### src/rtl/hazard_scoreboard_unit_pkg.sv
// Shared types and latency defaults for the scoreboard-based hazard unit.
// stall_cause_t keeps the older stall_debug encodings (0..2) as a prefix.
package hazard_scoreboard_unit_pkg;

    typedef enum logic [1:0] {
        HC_NONE = 2'd0,
        HC_ALU  = 2'd1,
        HC_LOAD = 2'd2,
        HC_MUL  = 2'd3
    } hazard_class_t;

    typedef enum logic [2:0] {
        NO_STALL        = 3'd0,
        RAW_LOAD        = 3'd1,
        MEM_DELAY_STALL = 3'd2,
        RAW_MULTICYCLE  = 3'd3,
        WAW_ORDER       = 3'd4
    } stall_cause_t;

    localparam int unsigned LOAD_LAT_DEFAULT = 1;
    localparam int unsigned MUL_LAT_DEFAULT  = 4;
    localparam int unsigned REG_IDX_W        = 5;

endpackage

### src/rtl/hazard_scoreboard_file.sv
// Per-register countdown counters plus producer-class tags, with one set port,
// a global decrement/hold and NUM_PORTS combinational read ports.
module hazard_scoreboard_file
    import hazard_scoreboard_unit_pkg::*;
#(
    parameter int unsigned NUM_REGS  = 32,
    parameter int unsigned NUM_PORTS = 3,
    parameter int unsigned LAT_W     = 3
) (
    input  logic                           clk,
    input  logic                           rst,
    input  logic                           hold,
    input  logic                           set_en,
    input  logic [REG_IDX_W-1:0]           set_idx,
    input  logic [LAT_W-1:0]               set_lat,
    input  hazard_class_t                  set_class,
    input  logic [NUM_PORTS*REG_IDX_W-1:0] rd_idx,
    output logic [NUM_PORTS*LAT_W-1:0]     rd_cnt,
    output logic [NUM_PORTS*2-1:0]         rd_class
);

    logic [LAT_W-1:0] busy_q [NUM_REGS];
    logic [LAT_W-1:0] busy_d [NUM_REGS];
    hazard_class_t    tag_q  [NUM_REGS];
    hazard_class_t    tag_d  [NUM_REGS];

    always_comb begin
        busy_d[0] = '0;
        tag_d[0]  = HC_NONE;
        for (int r = 1; r < NUM_REGS; r++) begin
            busy_d[r] = busy_q[r];
            tag_d[r]  = tag_q[r];
            if (!hold) begin
                if (busy_q[r] != '0) begin
                    busy_d[r] = busy_q[r] - 1'b1;
                end
                // A fresh set overrides the decrement of the same cycle.
                if (set_en && (int'(set_idx) == r)) begin
                    busy_d[r] = set_lat;
                    tag_d[r]  = set_class;
                end
            end
        end
    end

    always_ff @(posedge clk) begin
        if (rst) begin
            for (int r = 0; r < NUM_REGS; r++) begin
                busy_q[r] <= '0;
                tag_q[r]  <= HC_NONE;
            end
        end else begin
            busy_q <= busy_d;
            tag_q  <= tag_d;
        end
    end

    always_comb begin
        logic [REG_IDX_W-1:0] idx;
        idx      = '0;
        rd_cnt   = '0;
        rd_class = '0;
        for (int p = 0; p < NUM_PORTS; p++) begin
            idx = rd_idx[p*REG_IDX_W +: REG_IDX_W];
            if (int'(idx) < NUM_REGS) begin
                rd_cnt[p*LAT_W +: LAT_W] = busy_q[idx];
                rd_class[p*2 +: 2]       = tag_q[idx];
            end
        end
    end

endmodule

### src/rtl/hazard_scoreboard_unit.sv
// ID-stage hazard unit: scoreboard lookup, stall priority, pipeline enables,
// stall cause and a saturating stalled-cycle counter.
module hazard_scoreboard_unit
    import hazard_scoreboard_unit_pkg::*;
#(
    parameter int unsigned NUM_REGS = 32,
    parameter int unsigned NUM_SRC  = 2,
    parameter int unsigned LAT_W    = 3,
    parameter int unsigned LOAD_LAT = LOAD_LAT_DEFAULT,
    parameter int unsigned MUL_LAT  = MUL_LAT_DEFAULT,
    parameter int unsigned CNT_W    = 32
) (
    input  logic                         clk,
    input  logic                         rst,
    input  logic                         id_valid,
    input  logic [NUM_SRC*REG_IDX_W-1:0] id_rs,
    input  logic [NUM_SRC-1:0]           id_rs_used,
    input  logic [REG_IDX_W-1:0]         id_rd,
    input  hazard_class_t                id_class,
    input  logic                         flush,
    input  logic                         stall_pipeline,
    output logic                         ctrlmux_sel,
    output logic                         load_pc,
    output logic                         load_if_id,
    output logic                         load_id_ex,
    output logic                         load_ex_mem,
    output logic                         load_mem_wr,
    output stall_cause_t                 sd,
    output logic [CNT_W-1:0]             stall_cycles
);

    localparam int unsigned NUM_PORTS = NUM_SRC + 1;

    logic [NUM_PORTS*REG_IDX_W-1:0] rd_idx;
    logic [NUM_PORTS*LAT_W-1:0]     rd_cnt;
    logic [NUM_PORTS*2-1:0]         rd_class;
    logic [LAT_W-1:0]               new_lat;
    logic                           src_hit;
    hazard_class_t                  raw_class;
    logic                           waw;
    logic                           hazard;
    logic                           set_en;
    logic [CNT_W-1:0]               stall_cycles_q;
    logic [CNT_W-1:0]               stall_cycles_d;

    // The destination occupies the last read port, after the sources.
    assign rd_idx = {id_rd, id_rs};

    always_comb begin
        new_lat = '0;
        unique case (id_class)
            HC_LOAD: new_lat = LAT_W'(LOAD_LAT);
            HC_MUL:  new_lat = LAT_W'(MUL_LAT);
            default: new_lat = '0;
        endcase
    end

    always_comb begin
        src_hit   = 1'b0;
        raw_class = HC_NONE;
        for (int i = 0; i < NUM_SRC; i++) begin
            if (!src_hit && id_rs_used[i] && (id_rs[i*REG_IDX_W +: REG_IDX_W] != '0) &&
                (rd_cnt[i*LAT_W +: LAT_W] != '0)) begin
                src_hit   = 1'b1;
                raw_class = hazard_class_t'(rd_class[i*2 +: 2]);
            end
        end
    end

    assign waw = (id_rd != '0) && (id_class != HC_NONE) &&
                 (new_lat < rd_cnt[NUM_SRC*LAT_W +: LAT_W]);
    assign hazard = id_valid && !flush && (src_hit || waw);
    assign set_en = id_valid && !flush && !hazard && !stall_pipeline && (id_rd != '0);

    hazard_scoreboard_file #(
        .NUM_REGS  (NUM_REGS),
        .NUM_PORTS (NUM_PORTS),
        .LAT_W     (LAT_W)
    ) u_file (
        .clk       (clk),
        .rst       (rst),
        .hold      (stall_pipeline),
        .set_en    (set_en),
        .set_idx   (id_rd),
        .set_lat   (new_lat),
        .set_class (id_class),
        .rd_idx    (rd_idx),
        .rd_cnt    (rd_cnt),
        .rd_class  (rd_class)
    );

    always_comb begin
        ctrlmux_sel = 1'b0;
        load_pc     = 1'b1;
        load_if_id  = 1'b1;
        load_id_ex  = 1'b1;
        load_ex_mem = 1'b1;
        load_mem_wr = 1'b1;
        sd          = NO_STALL;
        if (stall_pipeline) begin
            load_pc     = 1'b0;
            load_if_id  = 1'b0;
            load_id_ex  = 1'b0;
            load_ex_mem = 1'b0;
            load_mem_wr = 1'b0;
            sd          = MEM_DELAY_STALL;
        end else if (hazard) begin
            load_pc     = 1'b0;
            load_if_id  = 1'b0;
            ctrlmux_sel = 1'b1;
            if (src_hit) begin
                sd = (raw_class == HC_LOAD) ? RAW_LOAD : RAW_MULTICYCLE;
            end else begin
                sd = WAW_ORDER;
            end
        end
    end

    always_comb begin
        stall_cycles_d = stall_cycles_q;
        if ((sd != NO_STALL) && (stall_cycles_q != '1)) begin
            stall_cycles_d = stall_cycles_q + 1'b1;
        end
    end

    always_ff @(posedge clk) begin
        if (rst) begin
            stall_cycles_q <= '0;
        end else begin
            stall_cycles_q <= stall_cycles_d;
        end
    end

    assign stall_cycles = stall_cycles_q;

endmodule

### config.mk
export PLATFORM = sky130hd
export DESIGN_NAME = hazard_scoreboard_unit
export DESIGN_NICKNAME = d
export VERILOG_FILES = /design/src/rtl/hazard_scoreboard_unit_pkg.sv /design/src/rtl/hazard_scoreboard_file.sv /design/src/rtl/hazard_scoreboard_unit.sv
export SDC_FILE = /design/constraint.sdc
export NUM_CORES = 1
export LEC_CHECK = 0
export ABC_AREA = 1
export CAP_MARGIN = 20
export CORE_MARGIN = 2
export CORE_UTILIZATION = 55
export CTS_BUF_LIST = sky130_fd_sc_hd__clkbuf_16
export DETAILED_ROUTE_END_ITERATION = 10
export PLACE_DENSITY = 0.74
export SETUP_SLACK_MARGIN = 0.5
export SLEW_MARGIN = 15
export SYNTH_ARGS = -nofsm -noshare
export SYNTH_HDL_FRONTEND = slang
export SYNTH_SLANG_ARGS = --single-unit
### constraint.sdc
create_clock -name clk -period 10.1 [get_ports clk]
set_input_delay 2.02 -clock clk [delete_from_list [all_inputs] [get_ports clk]]
set_output_delay 2.02 -clock clk [all_outputs]
set_load 0.01 [all_outputs]
[Word level (Yosys, flattened, before mapping)]
Cells that the tools add are included.
Word-level totals
  register bits after elaboration: 187
  output and inout port bits: 41
  logic and storage cells: 409
  bits of input ports: 24
Cells by class
  magnitude comparators: 4
  bitwise gates (word level): 4
  add/subtract/negate cells: 32
  reduce and logical (&&, ||, !) cells: 180
  mux-type cells: 91
  equal/unequal tests: 35
Operators with widths (count)
  $mux 3: 71
  $reduce_and 2->1: 62
  $reduce_bool 3->1: 34
  $sub 3x1->3 const B: 31
  $eq 5x5->1 const B: 16
  $reduce_bool 2->1: 32
  $bmux 3 s5: 3
  $logic_and 1x1->1: 44
  $eq 5x4->1 const B: 8
  $add 32x1->32 const B: 1
  $ne 32x32->1 const B: 1
  $bmux 2 s5: 2
  $eq 5x3->1 const B: 4
  $ge 6x6->1 const B: 3
  $not 5->6: 3
  $reduce_bool 5->1: 3
  $mux 2: 7
  $eq 5x2->1 const B: 2
  $mux 1: 7
  $eq 2x2->1 const B: 3
  $pmux 3 s2: 1
  $eq 5x1->1 const B: 1
  $logic_not 1->1: 4
  $lt 3x3->1: 1
  2 further kinds: 2

[Depth between registers and ports, before layout]
Gate-level depths: netlist (run 1).
  word-level depth: 21
  gate-level depth with buffers: 24
  mapped depth without buffers: 21

[Modules after synthesis]
A second synthesis (run 1) with hierarchy kept.
Unflattened totals
  cell total of the unflattened synthesis: 2793
  area total of the unflattened synthesis: 15461.1 um^2
Modules (own cells, without submodules)
  hazard_scoreboard_file: area each 13110.1 um^2, cells an instance 2399, instances 1, seq. area each 3103.0 um^2
  hazard_scoreboard_unit: area each 2351.0 um^2, cells an instance 394, instances 1, seq. area each 640.6 um^2

[Worst setup path after synthesis (run 1)]
OpenSTA, ideal clock, no wires.
  path type: input to output
  from: in id_rd[0]
  to: out load_pc
  data required time: 8.080 ns
  data arrival time: 4.485 ns
  stages: 18
  path slack: 3.595 ns
  path buffers: 5
  cells stage by stage: buf_6 buf_6 nand2_2 clkbuf_1 inv_1 a221oi_1 o211ai_1 o22ai_1 ha_1 inv_1 nor2_1 nand2_1 a21oi_4 or2_1 nand2_2 buf_2 inv_1 buf_4
Between the ends
  word-level cells in the longest chain between the ends: 10
  elaborated cells between the ends (all ways): 12
  classes of those cells: 1 x order compare; 5 x mux; 1 x bitwise; 5 x reduce/logical
Ends and longest elaborated chain
  start, declared: line hazard_scoreboard_unit.sv:18  | input logic [REG_IDX_W-1:0] id_rd,
  $not 5->6 (implied by the code): line hazard_scoreboard_file.sv:66  | rd_cnt[p*LAT_W +: LAT_W] = busy_q[idx];
  $bmux 3 s5: line hazard_scoreboard_file.sv:66
  $mux 3 (implied by the code) (2 in a row): line hazard_scoreboard_file.sv:66
  $lt 3x3->1: line hazard_scoreboard_unit.sv:71  | (new_lat < rd_cnt[NUM_SRC*LAT_W +: LAT_W]);
  $logic_and 1x1->1 *: line hazard_scoreboard_unit.sv:70  | assign waw = (id_rd != '0) && (id_class != HC_NONE) &&
  $logic_or 1x1->1 *: line hazard_scoreboard_unit.sv:72  | assign hazard = id_valid && !flush && (src_hit || waw);
  $logic_and 1x1->1 *: line hazard_scoreboard_unit.sv:72
  $mux 1 * (2 in a row)
  end, declared: line hazard_scoreboard_unit.sv:23  | output logic load_pc,
Every way passes the cells marked *; elsewhere a longest branch is shown, timed or not. The select of a mux whose other input is x is not followed.

[Final worst setup path (run 1)]
  from: in id_rd[1]
  to: out load_if_id
Between the ends
  word-level cells in the longest chain between the ends: 10
  elaborated cells between the ends (all ways): 12
  classes of those cells: 1 x order compare; 5 x mux; 1 x bitwise; 5 x reduce/logical
Ends and longest elaborated chain
  $not 5->6 (implied by the code): line hazard_scoreboard_file.sv:66
  $bmux 3 s5: line hazard_scoreboard_file.sv:66
  $mux 3 (implied by the code) (2 in a row): line hazard_scoreboard_file.sv:66
  $lt 3x3->1: line hazard_scoreboard_unit.sv:71
  $logic_and 1x1->1 *: line hazard_scoreboard_unit.sv:70
  $logic_or 1x1->1 *: line hazard_scoreboard_unit.sv:72
  $logic_and 1x1->1 *: line hazard_scoreboard_unit.sv:72
  $mux 1 *: line hazard_scoreboard_unit.sv:107  | end else if (hazard) begin
  $mux 1 *: line hazard_scoreboard_unit.sv:100  | if (stall_pipeline) begin
  end, declared: line hazard_scoreboard_unit.sv:24  | output logic load_if_id,
Marked as above.

==> flow_summary.json, run 1 <==
{
  "hold_end": "stall_cycles[31]$_SDFFE_PP0P_",
  "post_cts_resized": 0,
  "synth-xor-area-share_pct": 3.74,
  "synth.avg_cell_area_um2": 6.34,
  "setup_viol": 0,
  "syn_area_um2": 14300,
  "drc": 0,
  "relSlewSlack_pct": 20.0,
  "numPortBuffers": 64,
  "clk_latency_ns": 0.46,
  "h-tree-depth": 4,
  "required_ns": 8.08,
  "fin_setup_tns_ns": 0,
  "seq_area_frac_synth_pct": 26.2,
  "synth_mux_area_share_pct": 0,
  "diodes": 0,
  "worst_hold_path_type": "reg -> reg",
  "p_per_area_nw_per_um2": 221,
  "ff2ff_path_depth": 15,
  "tightest_slew_ns": 1.20,
  "rows": 58,
  "drt_iter0_drc": 1935,
  "pin_count": 65,
  "cts_buffers": 17,
  "period_minus_slack_ns": 8.38,
  "synth-compound-area-share_pct": 15.3,
  "dp_hpwl_um": 36800,
  "swShare_pct": 47.7,
  "synth_warnings": 0,
  "vias_per_cell": 5.87,
  "hold_path_depth": 2,
  "hold_slack_ns": 0.488,
  "grt_overflow": 0,
  "p_seq_share_pct": 31.3,
  "synth-adder-area-share_pct": 5.61,
  "die_x_um": 165,
  "synth-edff-count": 0,
  "final_cells": 2599,
  "crit_type": "in -> out",
  "fp.dieArea_um2": 27300,
  "cts_tree": "yes",
  "synth_top_area_cell": "dfxtp_1",
  "end_kind": "output port",
  "synth_top_area_share_pct": 26.2,
  "post-route-period-util_pct": 83.0,
  "route.vias.total": 15269,
  "power_switching_mw": 1.63,
  "rrSetupSlack_ns": 6.39,
  "start_kind": "input pin",
  "critical_path_arrival_ns": 6.36,
  "outcome": "finished, final reports clean",
  "grt_pass1_vias": 14040,
  "drive_above_1_share_pct": 6.92,
  "drv_cap": 0,
  "synth-simple-area-share_pct": 38.8,
  "path_clk_slew_ns": 0.07,
  "postCtsHoldBufs": 0,
  "drv_slew": 0,
  "synthArstFlopShare_pct": 0,
  "finClkSkew_ns": 0.0200,
  "rr_endpoint": "u_file.busy_q[59]$_SDFFE_PP0P_",
  "dp.cells": 2568,
  "grt_pass1_wl_um": 78700,
  "p_total_mw": 3.42,
  "ant_nets": 0,
  "leakagePower_nw": 6.84,
  "wl_um": 51200,
  "cp_max_fo": 32,
  "rsz0062_at_grt": "false",
  "cts-root-buf": "clkbuf_16",
  "final-hold-violation-count": 0,
  "initial_core_util_pct": 56.4,
  "syn_to_final_growth_pct": 8.56,
  "gp_congestion": 0.990,
  "synth_top_family_by_area": "simple AND/OR/NAND/NOR gates",
  "synth-main-ff-cell": "dfxtp_1",
  "hold_path_startpoint": "stall_cycles[31]$_SDFFE_PP0P_",
  "firstDrtPassIters": 7,
  "antenna_found_initial": 0,
  "syn_nets": 2340,
  "ys_types": 45,
  "post_cts_buffers": 0,
  "max_freq_mhz": 119,
  "ys_seq_elements": 187,
  "clk_path_buf_depth": 2,
  "p_comb_share_pct": 48.9,
  "ir_drop_mv": 0.131,
  "die_h_um": 165,
  "grtUsageTotal_pct": 37.9,
  "nets": 2345,
  "worstReg2RegStart": "u_file.busy_q[8]$_SDFFE_PP0P_",
  "core_area_um2": 25300,
  "synthesis.instances": 2252,
  "clock-sinks": 187,
  "cellInternalPower_mw": 1.79,
  "power_frac_clock_pct": 19.8,
  "grt_max_degree": 106,
  "wl_per_cell_um": 19.7,
  "netlist_top_cells_area": "dfxtp_1 26%, nand2_1 17%, nor2_1 8.7%, inv_1 5.8%, ha_1 5.6%"
}
## cells in the final DEF (no fill, tap or decap), types with 54 or more instances in the layout
| cell | Yosys | final |
|---|---|---|
| nand3_1 | 142 | 142 |
| clkdlybuf4s50_1 | 0 | 60 |
| nand2_1 | 654 | 654 |
| ha_1 | 64 | 64 |
| dfxtp_1 | 187 | 187 |
| nor2_1 | 332 | 330 |
| a21oi_1 | 138 | 138 |
| inv_1 | 219 | 218 |
| o21ai_0 | 96 | 96 |
| xor2_1 | 54 | 54 |
## through the flow
stage	util (%)	setup WS (ns)	area [um2]
floorplan	-	3.60	14300
global placement	59.0	1.90	14900
detailed placement	59.0	1.78	14900
CTS	61.2	1.79	15500
global route	61.2	1.47	15500
finish	61.2	1.72	15500
## synth_stat cells (5+ instances only)
cell type	n
a211oi_1	5
a21oi_1	138
a21oi_2	10
a21oi_4	14
a221oi_1	5
buf_1	9
buf_2	18
buf_4	9
buf_6	7
clkbuf_1	48
clkinv_1	14
dfxtp_1	187
ha_1	64
inv_1	219
inv_2	22
nand2_1	654
nand2_2	7
nand3_1	142
nand3b_1	5
nand4_1	7
nand4_4	30
nor2_1	332
nor2_2	6
nor2_4	8
nor3_1	24
nor4_1	8
o211ai_1	9
o21ai_0	96
o21ai_1	18
o221ai_1	11
o22ai_1	44
xnor2_1	7
xor2_1	54
## state kept, by name, summed over array words and instances (netlist names)
signal,cells
u_file.tag_q,62
stall_cycles,32
u_file.busy_q,93
## power groups by stage
stage / Sequential (mW) / Clock, mW / Combinational [mW]
5_1_grt: 1.07 / 0.711 / 1.90
6_report: 1.07 / 0.678 / 1.67
3_3_place_gp: 1.07 / 0 / 1.58
2_1_floorplan: 0.990 / 0 / 1.29
4_1_cts: 1.06 / 0.681 / 1.64
3_5_place_dp: 1.07 / 0 / 1.62
## final cells by class
class                      instances  area, um2
inverter                         256        963
sequential                       187       3740
timing repair buffer              80        746
fill                            2462       9830
tap                              330        413
clock buffer                      17        425
multi-input combinational       1715       9060
clock inverter                    14        138
## per-layer routing
layer / GRT usage [%] / routed length, um
met5: 0 / 0
met4: 16.2 / 2390
met3: 9.59 / 5310
met2: 58.3 / 21700
met1: 50.3 / 21900
## worst max-delay path by stage
stage	startpoint	to	slack, ns	depth (start not counted)
CTS	id_rd[1]	load_if_id	1.79	15
finish	id_rd[1]	load_if_id	1.72	15
detailed placement	id_rd[1]	load_if_id	1.78	15
global placement	id_rd[1]	load_if_id	1.90	15
floorplan	id_rd[0]	load_pc	3.60	18
global route	id_rd[1]	load_pc	1.47	15
## worst max-delay path: stages
cell and delay (ns):
clkdlybuf4s50_1 1.10, nand2_1 0.52, o221ai_1 0.35, nand2_1 0.11
o2111ai_1 0.11, o22ai_1 0.11, ha_1 0.32, inv_1 0.04
nor2_1 0.10, nand2_1 0.11, a21oi_4 0.14, or2_1 0.20
nand2_2 0.38, inv_1 0.18, clkdlybuf4s50_1 0.55
## kinds of logic after synthesis
group / after synthesis
fa+ha+maj: 64
flops: 187
buf+inv: 350
xor+xnor: 61
compound gates: 360
simple gates: 1230
No activity file was read; power rests on OpenSTA's default activity.
==> run 2: changes to the inputs <==
clock period = 8 ns   (was 10.1 ns; I/O delays follow)
==> run 2 against run 1 <==
  * Flip-flop and latch count did not move
  * Hold slack improved by 0.0039 ns
  * Final cell count is 0.23% higher
  * Clock power increased by 25%
  * Clock skew is 0.0060 ns lower
  * Combinational power increased by 27%
  * Wire length about the same
  * Utilization rose by 0.12 points
  * Highest routed layer unchanged
  * Count of clock-buffer cells in the layout stayed put
  * Power up 26%
==> flow_summary.json, run 2 (synthesis results as in run 1) <==
{
  "outcome": "finished, final reports clean",
  "dp_hpwl_um": 36900,
  "syn_to_final_growth_pct": 8.77,
  "clk_path_buf_depth": 2,
  "layout_common_cells": "654 x nand2_1, 330 x nor2_1, 218 x inv_1",
  "grtUsageTotal_pct": 37.9,
  "diodes": 0,
  "die_x_um": 165,
  "critical_path_arrival_ns": 5.62,
  "fin_setup_tns_ns": 0,
  "firstDrtPassIters": 6,
  "worst-path-buf-inv": 5,
  "drt_iter0_drc": 1877,
  "layout_setup_ws_ns": 0.781,
  "wl_um": 51300,
  "gr-max-usage-layer": "met2",
  "met3_usage_pct": 7.07,
  "leakagePower_nw": 6.86,
  "start_kind": "input pin",
  "wl_per_cell_um": 19.7,
  "drive_above_1_share_pct": 7.12,
  "core_area_um2": 25300,
  "h-tree-depth": 4,
  "final-hold-violation-count": 0,
  "rsz0062_at_grt": "false",
  "critPathSlowestCell": "clkdlybuf4s50_1",
  "clk_latency_ns": 0.45,
  "finClkSkew_ns": 0.0139,
  "nets": 2350,
  "ir_drop_mv": 0.176,
  "tightest_slew_ns": 0.967,
  "drv_cap": 0,
  "required_ns": 6.40,
  "post_cts_buffers": 0,
  "multi_input_area_um2": 9060,
  "post_cts_resized": 0,
  "grt_overflow": 0,
  "final_cells": 2605,
  "layout_commonest_cell": "nand2_1",
  "cts-root-buf": "clkbuf_16",
  "worst_hold_path_type": "reg -> reg",
  "gr-usage-met1_pct": 52.8,
  "relSlewSlack_pct": 35.3,
  "rows": 58,
  "initial_core_util_pct": 56.4,
  "grt_pass1_wl_um": 78600,
  "setup_viol": 0,
  "crit_family": "buffers and inverters",
  "largest_register": "u_file.busy_q",
  "gp_congestion": 1.03,
  "end_kind": "output port",
  "critical_path.cell_chain": "clkdlybuf4s50_1, inv_4, nand2_4, inv_1, a22oi_1, o221ai_1, nand2_1, o2111ai_1, o22ai_1, ha_1, inv_1, nor2_1, nand2_1, a21oi_4, or2_1, nor3_1, clkdlybuf4s50_1",
  "cts_tree": "yes",
  "crit_type": "in -> out",
  "antenna_found_initial": 0,
  "vias_per_cell": 5.83,
  "drv_slew": 0,
  "cp_max_fo": 18,
  "dp.cells": 2572,
  "largest_register_ffs": 93,
  "fp.dieArea_um2": 27300,
  "drc": 0,
  "postCtsHoldBufs": 0,
  "cpPeakStageDelay_ns": 1.11,
  "post-route-period-util_pct": 90.2,
  "max_freq_mhz": 139,
  "grt_pass1_vias": 13618,
  "seq_area_um2": 3740,
  "grt_max_degree": 54,
  "pin_count": 65,
  "numPortBuffers": 64,
  "die_h_um": 165,
  "path_clk_slew_ns": 0.08,
  "ant_nets": 0,
  "p_per_area_nw_per_um2": 277,
  "route.vias.total": 15179,
  "pre_cts_ws_ns": 0.909,
  "cts_buffers": 17,
  "clock-sinks": 187,
  "period_minus_slack_ns": 7.22,
  "fillers": 2457,
  "grtUsageMet2_pct": 58.6
}
## run 2: cell count changes in the layout (fill, tap and decap cells not counted)
cell,delta
buf_4,+5
clkinv_1,+1
clkinv_4,-1
clkinv_8,-2
clkinvlp_4,+1
inv_8,+2
## run 2: tightest hold or removal path: cells and delay by family (launching register included)
family,cells,cell delay (ns)
buf+inv,1,0.07
compound gates,1,0.06
flops,1,0.32
## run 2: cell type report
class / instances / share of cell area (%)
multi-input cells: 1715 / 58.4
flip-flops and latches: 187 / 24.1
inverters: 256 / 6.21
repair buffers: 85 / 5.05
clock buffers: 17 / 2.74
well taps: 330 / 2.66
clock inverters: 15 / 0.838
## run 2: worst paths after layout
path | startpoint | to | slack (ns) | depth (start not counted)
worst max-delay path | id_rd[1] | sd[2] | 0.78 | 17
worst min-delay path | u_file.tag_q[39]$_SDFFE_PP0P_ | u_file.tag_q[39]$_SDFFE_PP0P_ | 0.49 | 2
worst max register to register | u_file.busy_q[74]$_SDFFE_PP0P_ | stall_cycles[0]$_SDFFE_PP0P_ | 4.45 | 16
worst min register to register | u_file.tag_q[39]$_SDFFE_PP0P_ | u_file.tag_q[39]$_SDFFE_PP0P_ | 0.49 | 2
## run 2: where the power goes
part | leakage, nW | switching, mW | internal [mW]
logic | 5.07 | 1.38 | 0.739
registers | 1.52 | 0.227 | 1.11
clock network | 0.270 | 0.437 | 0.410
total | 6.86 | 2.04 | 2.26
## run 2: stage by stage
step / cell area, um2 / power [mW] / utilization [%] / hold slack, ns
3_3_place_gp: 15000 / 3.35 / 59.1 / 0.473
4_1_cts: 15500 / 4.24 / 61.3 / 0.485
6_report: 15500 / 4.30 / 61.3 / 0.492
2_1_floorplan: 14300 / 2.88 / - / 0.441
3_5_place_dp: 15000 / 3.40 / 59.1 / 0.468
5_1_grt: 15500 / 4.63 / 61.3 / 0.510
## run 2: routing by layer
metal | vias to the layer above | part of all wire (%)
met5 | - | 0
met4 | 0 | 3.1
met3 | 118 | 11
met2 | 813 | 43
met1 | 6953 | 43
li1 | 7295 | -
==> patch, RTL diff (config.mk and constraints of run 1) <==
`REG_IDX_W`: 5 -> 6.
--- a/src/rtl/hazard_scoreboard_unit_pkg.sv
+++ b/src/rtl/hazard_scoreboard_unit_pkg.sv
@@ -19,7 +19,7 @@
 
     localparam int unsigned LOAD_LAT_DEFAULT = 1;
     localparam int unsigned MUL_LAT_DEFAULT  = 4;
-    localparam int unsigned REG_IDX_W        = 5;
+    localparam int unsigned REG_IDX_W        = 6;
 
 endpackage
 
Interface: changed (resized id_rd and id_rs); port bits go from 65 to 68. The function was not compared with the original's and may differ.
==> patch against run 1 <==
- area after synthesis down 2.9%
- register-to-register slack got worse by 220 ps
- routed wire length shrank 1.8%
- maximum frequency increased by 3.4%
- first-iteration DRC count fell by 8.5%
- cell area is 2.3% lower
- clock power rose by 3%
- total power shrank 4.4%
- sequential cell count did not move
- worst setup slack improved by 280 ps
- synthesized cell count hardly changed
- largest power group unchanged
==> patch: results (changes against run 1) <==
Run status
  • Status: finished clean

Yosys
  • Register area share after synthesis: 27.0% (+0.79 points)
  • Most area-consuming cells after synthesis: dfxtp_1, nand2_1, nor2_1
  • Unique masters post-synth: 47 (+4.4%)
  • Top cells by count, synth: nand2_1, nor2_1, inv_1
  • Synth async-reset ratio: 0% (unchanged)
  • Syn_nets: 2341 (+0.043%)
  • Syn_area_per_cell: 6.16 µm² (-2.8%)
  • YS warnings: 0 (unchanged)

Worst setup path
  • Critical path's top delay family: buffers and inverters
  • Worst EP arrival: 6090 ps (-270 ps)
  • CP peak stage delay: 910 ps (-190 ps)
  • Max FO, Critical Path: 17 (-47%)
  • Worst path slowest cell: clkdlybuf4s50_1
  • R2R Path Start: u_file.busy_q[56]
  • Reg2Reg Setup Slack: 6170 ps (-220 ps)
  • Reg2reg end: u_file.busy_q[75]
  • R2R depth: 20 (+5)

Final layout
  • FILL cells: 2480 (+0.73%)
  • Layout cells sized above 1: 5.93% (-0.99 points)
  • Diodes inserted: 0 (unchanged)
  • Final Util: 60.6% (-0.55 points)
  • Nets: 2354 (+0.38%)
  • Max reg flops: 93 (unchanged)

Clock network
  • Number of setup buffers added after CTS: 0 (unchanged)
  • Clk_lat worst skew: 460 ps (about the same)
  • Htree depth: 4 (unchanged)
  • Clock slew at reported path FFs: 70 ps (about the same)
  • CTS Buf Count: 17 (unchanged)
  • # resized after CTS: 0 (unchanged)

Place
  • Placed insts: 2574 (+0.23%)
  • # port buffers: 67 (+4.7%)
  • Area post-placement: 14600 µm² (-2.4%)
  • GP Congestion: 1.05 (+6.2%)
  • Final HPWL DP: 36.2 mm (-1.5%)

Drt
  • Vias per cell: 5.83 (-0.82%)
  • Total Wirelength: 50.3 mm (-1.8%)
  • 1st-iter DRT viols: 1770 (-8.5%)
  • Router iterations before antenna repair: 6 (-1)
  • Via Count: 15185 (-0.55%)

Hold path
  • Worst Hold Depth: 2 (unchanged)
  • Hold_sp: stall_cycles[28]
  • Hold EP: stall_cycles[28]
  • Hold Crit Class: flip-flop to flip-flop

GRT
  • First-pass GRT wire length: 77.8 mm (-1.1%)
  • Largest net degree at the start of global routing: 74 (-30%)
  • Global Route Usage Sum: 38.1% (+0.24 points)
  • Vias in the first global route: 13913 (-0.90%)
  • Initial antenna violation count: 1 (+1)

Power and ir drop
  • P_leak: 6.55 nW (-4.2%)
  • Peak supply drop: 150 µV (+15%)

STA
  • Final clock skew: 14.4 ps (-5.52 ps)
  • Slew headroom: 35.9% (+16 points)
-- patch: cell types whose count changed after synthesis, moves of 10 or more --
cell / delta
or2_0: +10
a21oi_2: -10
nand3_1: -61
nand4_4: -28
clkinv_1: -13
o21ai_0: +47
nor2_4: +18
nor2_2: +11
a21oi_4: -14
inv_1: -12
nor2_8: +11
nand2_1: +32
o22ai_1: -15
nor2_1: +19
-- patch: power breakdown --
group,switching (mW),internal [mW]
sequential,0.179,0.880
clock,0.350,0.346
combinational,0.962,0.551
-- patch: routing by layer --
metal	track usage, %	vias up	wire, µm
li1	-	7214	-
met1	50.7	6912	20600
met2	60.9	884	22100
met3	6.62	175	5240
met4	16.3	0	2300
met5	0	-	0
-- patch: worst reg2reg max path: stages (launching register included) --
cell and delay (ps):
dfxtp_1 350, inv_1 200, o22ai_1 120, o21ai_0 190, o21ai_0 150, a221oi_1 320, nor2_1 80, a21oi_1 140
ha_1 160, nor2_1 40, nand2_1 60, inv_1 40, nand2_2 140, nand4_2 670, buf_4 560, nor2_4 200
nor2_1 60, nor2_1 160, nand2_1 70, nand2_1 60, nor2_1 60
-- patch: how the worst max path moves through the flow --
| stage | startpoint | endpoint | slack, ps | depth (start not counted) |
|---|---|---|---|---|
| floorplan | id_rd[0] | load_pc | 3890 | 17 |
| global placement | id_rd[1] | sd[2] | 2220 | 16 |
| global route | id_rd[1] | sd[2] | 1690 | 16 |
| CTS | id_rd[1] | sd[2] | 2150 | 16 |
| detailed placement | id_rd[1] | sd[2] | 2150 | 16 |
| finish | id_rd[1] | sd[2] | 1990 | 16 |
-- patch: layout make-up --
cell class | count | area share, %
Clock buffer | 17 | 2.81
Clock inverter | 15 | 0.926
Sequential cell | 187 | 24.7
Timing Repair Buffer | 83 | 5.18
Tap cell | 330 | 2.73
Multi-Input combinational cell | 1749 | 58.0
Inverter | 225 | 5.62
-- patch: cells by family (layout without fill, tap and decap cells) --
family          Yosys count  after routing  share of synthesized area [%]
compound gates          376            376                           14.8
buf+inv                 314            340                           9.63
xor+xnor                 49             49                           3.10
flops                   187            187                           27.0
simple gates           1260           1260                           39.6
fa+ha+maj                64             64                           5.78
-- patch: per-stage QoR --
step | setup WS (ps) | hold WS (ps)
2_1_floorplan | 3890 | 439
3_3_place_gp | 2220 | 451
3_5_place_dp | 2150 | 466
4_1_cts | 2150 | 477
5_1_grt | 1690 | 500
6_report | 1990 | 473
